## src/rtl/pwm_multi_ch_pkg.sv

```systemverilog
// Shared constants for the multi-channel PWM: register map, CTRL bit
// positions and the run-control FSM state encoding.
package pwm_multi_ch_pkg;

  // Register map
  localparam int ADDR_CTRL     = 0;
  localparam int ADDR_PERIOD   = 1;
  localparam int ADDR_PRESCALE = 2;
  localparam int ADDR_POL      = 3;
  localparam int ADDR_DUTY0    = 4;

  // CTRL register bit positions
  localparam int CTRL_EN      = 0;
  localparam int CTRL_CENTER  = 1;
  localparam int CTRL_EXT_SEL = 2;
  localparam int CTRL_W       = 3;

  // Run-control FSM
  typedef enum logic [1:0] {
    IDLE  = 2'd0,
    ARMED = 2'd1,
    RUN   = 2'd2
  } state_t;

endpackage

```

## src/rtl/pwm_cmp_ch.sv

```systemverilog
// One PWM channel: holds the active (shadow-loaded) duty value, compares it
// against the shared counter and registers the raw (pre-polarity) output.
module pwm_cmp_ch
  import pwm_multi_ch_pkg::*;
#(
  parameter int CNT_W = 8
) (
  input  logic             clk,
  input  logic             rst,
  input  logic             i_load,
  input  logic [CNT_W-1:0] i_duty_nxt,
  input  logic [CNT_W-1:0] i_cnt,
  input  logic             i_en,
  output logic             o_pwm
);

  logic [CNT_W-1:0] r_duty_act;
  logic             r_pwm;
  logic             w_cmp;

  // Unsigned compare: duty 0 never high, duty above the counter range always high
  assign w_cmp = (i_cnt < r_duty_act);

  // Active duty only changes on a start or period boundary load
  always_ff @(posedge clk) begin
    if (rst) begin
      r_duty_act <= '0;
    end else if (i_load) begin
      r_duty_act <= i_duty_nxt;
    end
  end

  // Output flop trails the counter by one clock; forced low when not running
  always_ff @(posedge clk) begin
    if (rst) begin
      r_pwm <= 1'b0;
    end else begin
      r_pwm <= i_en & w_cmp;
    end
  end

  assign o_pwm = r_pwm;

endmodule

```

## src/rtl/pwm_multi_ch.sv

```systemverilog
// Multi-channel PWM generator behind a simple register port.
// Edge- or centre-aligned counting, prescaler, double-buffered PERIOD/DUTY/
// CENTER, optional external start trigger through a 2-flop synchroniser.
// Build option: define PWM_POLARITY_EN to add the per-channel POL invert
// mask at address 3 (otherwise address 3 is unmapped).
//
// Register port: reg_we and reg_re are single-cycle strobes with no ready;
// every write is accepted on the edge it is sampled, and a read strobe
// updates reg_rdata on the next edge, which then holds until the next read.
module pwm_multi_ch
  import pwm_multi_ch_pkg::*;
#(
  parameter int NUM_CH = 4,
  parameter int CNT_W  = 8,
  parameter int ADDR_W = 4
) (
  input  logic              clk,
  input  logic              rst,
  input  logic              reg_we,
  input  logic              reg_re,
  input  logic [ADDR_W-1:0] reg_addr,
  input  logic [CNT_W-1:0]  reg_wdata,
  output logic [CNT_W-1:0]  reg_rdata,
  input  logic              start_ext,
  output logic [NUM_CH-1:0] pwm_out,
  output logic              period_tick,
  output logic              busy,
  output logic [1:0]        dbg_state
);

  // Register file
  logic [CTRL_W-1:0] r_ctrl;
  logic [CNT_W-1:0]  r_period_stg;
  logic [CNT_W-1:0]  r_prescale;
  logic [CNT_W-1:0]  r_duty_stg [NUM_CH];
  logic [CNT_W-1:0]  r_rdata;

  // Active (shadowed) timing configuration
  logic [CNT_W-1:0]  r_period_act;
  logic              r_center_act;

  // Counter state
  logic [CNT_W-1:0]  r_psc;
  logic [CNT_W-1:0]  r_cnt;
  logic              r_dir;      // 0 = counting up, 1 = counting down
  logic              r_tick;

  // Start synchroniser
  logic [1:0]        r_sync;
  logic              r_sync_q;

  state_t            r_state;
  state_t            w_state_nxt;

  logic              w_ctrl_wr;
  logic              w_period_wr;
  logic              w_prescale_wr;
  logic              w_en_wr1;
  logic              w_stop;
  logic              w_ext_edge;
  logic              w_run;
  logic              w_start;
  logic              w_adv;
  logic              w_boundary;
  logic              w_load;
  logic              w_pwm_en;
  logic [CNT_W-1:0]  w_period_nxt;
  logic              w_center_nxt;
  logic [CNT_W-1:0]  w_duty_nxt [NUM_CH];
  logic [CNT_W-1:0]  w_rd;
  logic [NUM_CH-1:0] w_raw;

  assign w_ctrl_wr     = reg_we && (int'(reg_addr) == ADDR_CTRL);
  assign w_period_wr   = reg_we && (int'(reg_addr) == ADDR_PERIOD);
  assign w_prescale_wr = reg_we && (int'(reg_addr) == ADDR_PRESCALE);
  assign w_en_wr1      = w_ctrl_wr &&  reg_wdata[CTRL_EN];
  assign w_stop        = w_ctrl_wr && !reg_wdata[CTRL_EN];

  // Staged values as they will be after this edge, so a write that lands on
  // a load edge is the one that gets loaded
  always_comb begin
    w_period_nxt = w_period_wr ? reg_wdata : r_period_stg;
    w_center_nxt = w_ctrl_wr ? reg_wdata[CTRL_CENTER] : r_ctrl[CTRL_CENTER];
    for (int ch = 0; ch < NUM_CH; ch++) begin
      w_duty_nxt[ch] = (reg_we && (int'(reg_addr) == ADDR_DUTY0 + ch)) ?
                       reg_wdata : r_duty_stg[ch];
    end
  end

  // Control, staging and prescale registers
  always_ff @(posedge clk) begin
    if (rst) begin
      r_ctrl       <= '0;
      r_period_stg <= '0;
      r_prescale   <= '0;
      for (int ch = 0; ch < NUM_CH; ch++) r_duty_stg[ch] <= '0;
    end else begin
      if (w_ctrl_wr)     r_ctrl     <= reg_wdata[CTRL_W-1:0];
      if (w_prescale_wr) r_prescale <= reg_wdata;
      r_period_stg <= w_period_nxt;
      r_duty_stg   <= w_duty_nxt;
    end
  end

`ifdef PWM_POLARITY_EN
  logic [NUM_CH-1:0] r_pol;
  logic [CNT_W-1:0]  w_pol_rd;
  logic              w_pol_wr;

  assign w_pol_wr = reg_we && (int'(reg_addr) == ADDR_POL);

  // Invert mask applies immediately, not shadowed
  always_ff @(posedge clk) begin
    if (rst) begin
      r_pol <= '0;
    end else if (w_pol_wr) begin
      for (int i = 0; i < NUM_CH; i++) begin
        if (i < CNT_W) r_pol[i] <= reg_wdata[i % CNT_W];
      end
    end
  end

  // Mask zero-extended (or truncated) to the data width for readback
  always_comb begin
    w_pol_rd = '0;
    for (int j = 0; j < CNT_W; j++) begin
      if (j < NUM_CH) w_pol_rd[j] = r_pol[j % NUM_CH];
    end
  end

  assign pwm_out = w_raw ^ r_pol;
`else
  assign pwm_out = w_raw;
`endif

  // Read mux; PERIOD/DUTY return the staged values
  always_comb begin
    w_rd = '0;
    if (int'(reg_addr) == ADDR_CTRL)          w_rd = CNT_W'(r_ctrl);
    else if (int'(reg_addr) == ADDR_PERIOD)   w_rd = r_period_stg;
    else if (int'(reg_addr) == ADDR_PRESCALE) w_rd = r_prescale;
`ifdef PWM_POLARITY_EN
    else if (int'(reg_addr) == ADDR_POL)      w_rd = w_pol_rd;
`endif
    for (int ch = 0; ch < NUM_CH; ch++) begin
      if (int'(reg_addr) == ADDR_DUTY0 + ch) w_rd = r_duty_stg[ch];
    end
  end

  // Registered read data, held between read strobes
  always_ff @(posedge clk) begin
    if (rst) begin
      r_rdata <= '0;
    end else if (reg_re) begin
      r_rdata <= w_rd;
    end
  end

  assign reg_rdata = r_rdata;

  // External start: two-flop synchroniser plus rising-edge detect
  always_ff @(posedge clk) begin
    if (rst) begin
      r_sync   <= '0;
      r_sync_q <= 1'b0;
    end else begin
      r_sync   <= {r_sync[0], start_ext};
      r_sync_q <= r_sync[1];
    end
  end

  assign w_ext_edge = r_sync[1] & ~r_sync_q;

  // FSM state register
  always_ff @(posedge clk) begin
    if (rst) begin
      r_state <= IDLE;
    end else begin
      r_state <= w_state_nxt;
    end
  end

  // FSM next state: EN=0 always returns to IDLE
  always_comb begin
    w_state_nxt = r_state;
    case (r_state)
      IDLE: begin
        if (w_en_wr1) w_state_nxt = reg_wdata[CTRL_EXT_SEL] ? ARMED : RUN;
      end
      ARMED: begin
        if (w_stop)          w_state_nxt = IDLE;
        else if (w_ext_edge) w_state_nxt = RUN;
      end
      RUN: begin
        if (w_stop) w_state_nxt = IDLE;
      end
      default: w_state_nxt = IDLE;
    endcase
  end

  // FSM outputs: run flag and the start event that triggers the first load
  always_comb begin
    w_run   = (r_state == RUN);
    w_start = ((r_state == IDLE) && w_en_wr1 && !reg_wdata[CTRL_EXT_SEL]) ||
              ((r_state == ARMED) && !w_stop && w_ext_edge);
  end

  assign busy      = w_run;
  assign dbg_state = r_state;

  // Advance enable and period boundary
  assign w_adv      = w_run && (r_psc >= r_prescale);
  assign w_boundary = w_adv && !w_stop &&
                      (r_center_act ? (r_dir && (r_cnt == '0))
                                    : (r_cnt >= r_period_act));
  assign w_load     = w_start | w_boundary;
  assign w_pwm_en   = w_run & ~w_stop;

  // Prescaler and up / up-down counter
  always_ff @(posedge clk) begin
    if (rst || !w_run || w_stop) begin
      r_psc <= '0;
      r_cnt <= '0;
      r_dir <= 1'b0;
    end else if (w_adv) begin
      r_psc <= '0;
      if (w_boundary) begin
        // A centre period continuing in centre mode resumes at 1 (0 was the
        // boundary slot); every other case restarts from 0 counting up
        r_dir <= 1'b0;
        r_cnt <= (r_center_act && w_center_nxt && (w_period_nxt != '0)) ?
                 CNT_W'(1) : '0;
      end else if (!r_center_act) begin
        r_cnt <= r_cnt + CNT_W'(1);
      end else if (!r_dir) begin
        if (r_cnt >= r_period_act) begin
          r_dir <= 1'b1;
          r_cnt <= (r_cnt == '0) ? '0 : r_cnt - CNT_W'(1);
        end else begin
          r_cnt <= r_cnt + CNT_W'(1);
        end
      end else begin
        r_cnt <= r_cnt - CNT_W'(1);
      end
    end else begin
      r_psc <= r_psc + CNT_W'(1);
    end
  end

  // Shadow load of period and mode at start and at each boundary
  always_ff @(posedge clk) begin
    if (rst) begin
      r_period_act <= '0;
      r_center_act <= 1'b0;
    end else if (w_load) begin
      r_period_act <= w_period_nxt;
      r_center_act <= w_center_nxt;
    end
  end

  // Period tick: one clock, aligned with the newly loaded values
  always_ff @(posedge clk) begin
    if (rst) begin
      r_tick <= 1'b0;
    end else begin
      r_tick <= w_boundary;
    end
  end

  assign period_tick = r_tick;

  for (genvar g = 0; g < NUM_CH; g++) begin : g_ch
    pwm_cmp_ch #(
      .CNT_W(CNT_W)
    ) u_ch (
      .clk        (clk),
      .rst        (rst),
      .i_load     (w_load),
      .i_duty_nxt (w_duty_nxt[g]),
      .i_cnt      (r_cnt),
      .i_en       (w_pwm_en),
      .o_pwm      (w_raw[g])
    );
  end

endmodule

```

## config.mk

```make
export PLATFORM = sky130hd
export DESIGN_NAME = pwm_multi_ch
export DESIGN_NICKNAME = d
export VERILOG_FILES = /design/src/rtl/pwm_multi_ch_pkg.sv /design/src/rtl/pwm_cmp_ch.sv /design/src/rtl/pwm_multi_ch.sv
export SDC_FILE = /design/constraint.sdc
export NUM_CORES = 1
export LEC_CHECK = 0
export CAP_MARGIN = 40
export CORE_ASPECT_RATIO = 0.75
export CORE_MARGIN = 4
export CORE_UTILIZATION = 55
export DETAILED_ROUTE_END_ITERATION = 10
export PLACE_DENSITY = 0.75
export SLEW_MARGIN = 10
export SYNTH_ARGS = -nofsm -noshare
export SYNTH_HDL_FRONTEND = slang
export SYNTH_SLANG_ARGS = --single-unit
```

## constraint.sdc

```tcl
create_clock -name clk -period 2.72 [get_ports clk]
set_input_delay 0.544 -clock clk [delete_from_list [all_inputs] [get_ports clk]]
set_output_delay 0.544 -clock clk [all_outputs]
set_load 0.05 [all_outputs]
```

==> flow_metrics.py, run 1 <==
metrics = {
    "synthesis": {
        "yosys.cell_types.count": 63,
        "syn_area_per_cell_um2": 9.24,
        "synth_edf_count": 0,
        "synthArstFlopShare": 0,
        "syn_area_um2": 6870,
        "yosys_warnings": 0,
        "synthCells": 743,
        "yosysSeqAreaShare": 0.370,
        "synth_nets": 808,
        "synth_ff_type": "dfxtp_1",
        "ys_ff_latch": 127,
    },
    "setup_path": {
        "cpMaxStageDelayCell": "or4_1",
        "critPathArrivalTime_ns": 3.00,
        "rr_endpoint": "r_cnt[7]$_SDFFE_PP0P_",
        "reg2reg_from": "r_period_act[7]$_SDFFE_PP0P_",
        "crit_type": "reg2reg",
        "crit_chain": "inv_1 -> ha_1 -> and3_4 -> and4_1 -> a211o_1 -> or4_1 -> a2111oi_2 -> a221o_1",
        "reg2reg_depth": 8,
        "ff2ff_setup_slack_ns": 0.07,
        "setup.worst_path.end_class": "register",
        "crit_fanout": 5,
        "cp.required_ns": 3.07,
        "start_kind": "register",
        "max_stage_delay_ns": 0.55,
    },
    "route": {
        "vias": 5707,
        "wl_um": 17600,
        "dr.first_iter.drc_count": 513,
        "dr.pass1.iters": 5,
        "viasPerCell": 5.91,
        "wl_per_cell_um": 18.2,
        "drc": 0,
        "ant_nets": 0,
    },
    "final_layout": {
        "final_cell_mix": "dfxtp_1, nor2_1, inv_1, ha_1, mux2i_1",
        "nets": 851,
        "layout_commonest_cell": "dfxtp_1",
        "drive_gt1_frac": 0.163,
        "diodes": 0,
        "fillCellCount": 931,
        "syn_to_final_growth_pct": 18.3,
    },
    "outcome": {
        "outcome": "complete, no violations",
    },
    "power": {
        "swShare": 0.243,
        "leakagePower_nw": 3.33,
        "vdd_ir_drop_max_mv": 0.553,
        "internal_power_mw": 3.37,
        "p_switching_mw": 1.08,
        "cellPowerDensity_nw_per_um2": 548,
        "p_seq_frac": 0.425,
        "power.share.combinational": 0.059,
        "power_frac_clock": 0.516,
    },
    "worst_hold_path": {
        "min_path_type": "reg2reg",
        "hp-start": "r_sync[0]$_SDFF_PP0_",
        "holdPathStages": 1,
        "hold_end": "r_sync[1]$_SDFF_PP0_",
    },
    "floorplanning": {
        "die_w_um": 137,
        "start_util": 0.560,
        "die_area_um2": 14400,
        "die_h_um": 105,
        "io_pins": 33,
        "fp-row-count": 35,
        "core_area_um2": 12300,
    },
    "clock_tree": {
        "cts_buffers": 17,
        "htree_num_levels": 4,
        "cts-root-buf": "clkbuf_16",
        "post_cts_buffers": 0,
        "cts.sinks": 127,
        "clk_latency_ns": 0.42,
        "clk_pin_slew_ns": 0.06,
        "cts_tree": "built",
        "cts_buffer_depth": 2,
        "ctsHoldBuffers": 0,
    },
    "global_routing": {
        "grt-ovfl-total": 0,
        "track_usage": 0.248,
        "first_global_vias": 5688,
        "grt_pass1_wl_um": 28300,
        "antenna_found_initial": 1,
        "grt_max_degree": 108,
    },
    "timing": {
        "skew_ns": 0.0192,
        "slew-limit-headroom": 0.633,
        "rsz0062_at_grt": "no",
        "setup_viol": 0,
        "holdWs_ns": 0.459,
        "min_period_over_period": 0.976,
        "final_hold_viol_count": 0,
        "worst_pin_slew_ns": 0.549,
        "fmax_ghz": 0.377,
        "drv_slew": 0,
        "tns_ns": 0,
        "post-route-min-period_ns": 2.65,
    },
    "place": {
        "port_buffers": 32,
        "dp_hpwl_um": 12600,
        "gp_congestion": 0.920,
    },
    "run": {
        "cap_violations": 0,
    },
}
==> how the worst max path moves through the flow <==
| stage | from | endpoint | slack (ns) | cells past startpoint |
|---|---|---|---|---|
| 2_1_floorplan | r_cnt[7]$_SDFFE_PP0P_ | r_cnt[7]$_SDFFE_PP0P_ | 0.10 | 8 |
| 3_3_place_gp | r_period_act[7]$_SDFFE_PP0P_ | r_cnt[7]$_SDFFE_PP0P_ | 0.07 | 8 |
| 3_5_place_dp | reg_addr[2] | r_cnt[7]$_SDFFE_PP0P_ | 0.02 | 8 |
| 4_1_cts | r_period_act[7]$_SDFFE_PP0P_ | r_cnt[7]$_SDFFE_PP0P_ | 0.005 | 8 |
| 5_1_grt | r_period_act[7]$_SDFFE_PP0P_ | r_cnt[7]$_SDFFE_PP0P_ | 0.02 | 8 |
| 6_report | r_period_act[7]$_SDFFE_PP0P_ | r_cnt[7]$_SDFFE_PP0P_ | 0.07 | 8 |
==> sequential cells by signal, indices dropped and copies added, names as in the netlist <==
signal,cells
dbg_state,2
g_ch.u_ch.o_pwm,4
g_ch.u_ch.r_duty_act,32
period_tick,1
r_center_act,1
r_cnt,8
r_ctrl,3
r_dir,1
r_duty_stg,32
r_period_act,8
r_period_stg,8
r_prescale,8
r_psc,8
r_sync,2
r_sync_q,1
reg_rdata,8
==> kinds of logic (layout without fill, tap and decap cells) <==
family | after synthesis | after routing | share of synthesized area
simple gates | 249 | 249 | 0.171
buf+inv | 100 | 156 | 0.0620
fa+ha+maj | 48 | 48 | 0.0875
compound gates | 120 | 120 | 0.126
xor+xnor | 9 | 9 | 0.0115
mux | 90 | 90 | 0.171
flops | 127 | 127 | 0.370
==> metal layers <==
layer / share of wire / vias up / routed length [um] / global-route usage
met3: 0.067 / 37 / 1170 / 0.0693
met5: 0.00045 / - / 8 / 0
met4: 0.018 / 2 / 308 / 0.0798
met2: 0.47 / 206 / 8260 / 0.399
li1: - / 2702 / - / -
met1: 0.45 / 2760 / 7850 / 0.323
==> final cells by class <==
cell class              count  area, um2  share of cell area
clock inverters            14        156              0.0193
clock buffers              18        439              0.0541
multi-input cells         516       3930               0.484
inverters                  53        199              0.0245
well taps                 166        208              0.0256
flip-flops and latches    127       2540               0.313
repair buffers             71        648              0.0798
==> synth_stat cells (9+ instances only) <==
cell / number / area [um2]
mux2i_1: 43 / 430
dfxtp_1: 127 / 2540
nor3_1: 10 / 50.1
ha_1: 48 / 601
nor4_1: 9 / 56.3
a21o_1: 11 / 82.6
nand2b_1: 9 / 56.3
nor2b_1: 15 / 93.8
clkbuf_1: 31 / 116
inv_1: 53 / 199
o21ai_0: 12 / 60.1
a21oi_1: 28 / 140
nand3_1: 36 / 180
mux2_4: 40 / 601
nor2_1: 101 / 379
nand2_1: 42 / 158
==> power by group through the flow <==
stage	logic (mW)	registers (mW)	clock network (mW)
2_1_floorplan	0.142	1.95	0
3_3_place_gp	0.253	1.93	0
3_5_place_dp	0.258	1.93	0
4_1_cts	0.260	1.89	2.31
5_1_grt	0.282	1.89	2.39
6_report	0.264	1.89	2.30
==> through the flow <==
stage | setup slack [ns] | util | instance area (um2) | std cells | total power, mW
after floorplan | 0.104 | - | 6870 | 743 | 2.09
after global placement | 0.0694 | 0.613 | 7520 | 933 | 2.18
after detailed placement | 0.0239 | 0.613 | 7520 | 933 | 2.19
after CTS | 0.00462 | 0.662 | 8110 | 965 | 4.46
after global routing | 0.0189 | 0.662 | 8120 | 965 | 4.57
final | 0.0663 | 0.662 | 8120 | 965 | 4.45
==> worst max-delay path: cells and delay by family, from the launching register on <==
family	cells	cell delay, ns
AND/OR/NAND/NOR	3	0.98
AO/OA/AOI/OAI	3	0.92
adder cells (fa/ha/maj)	1	0.33
flip-flops	1	0.30
buffers and inverters	1	0.06
==> repair_timing <==
action / in CTS / in global routing
hold endpoints to repair: 0 / 0
endpoints found under the setup margin: 0 / 1
gates resized for setup: 0 / 2
(Power assumes the default switching activity.)
==> run 2: changes to the inputs <==
CAP_MARGIN = 20   (was 40)
==> results of run 2 <==
Final layout, timing and power as in run 1 (identical DEF).
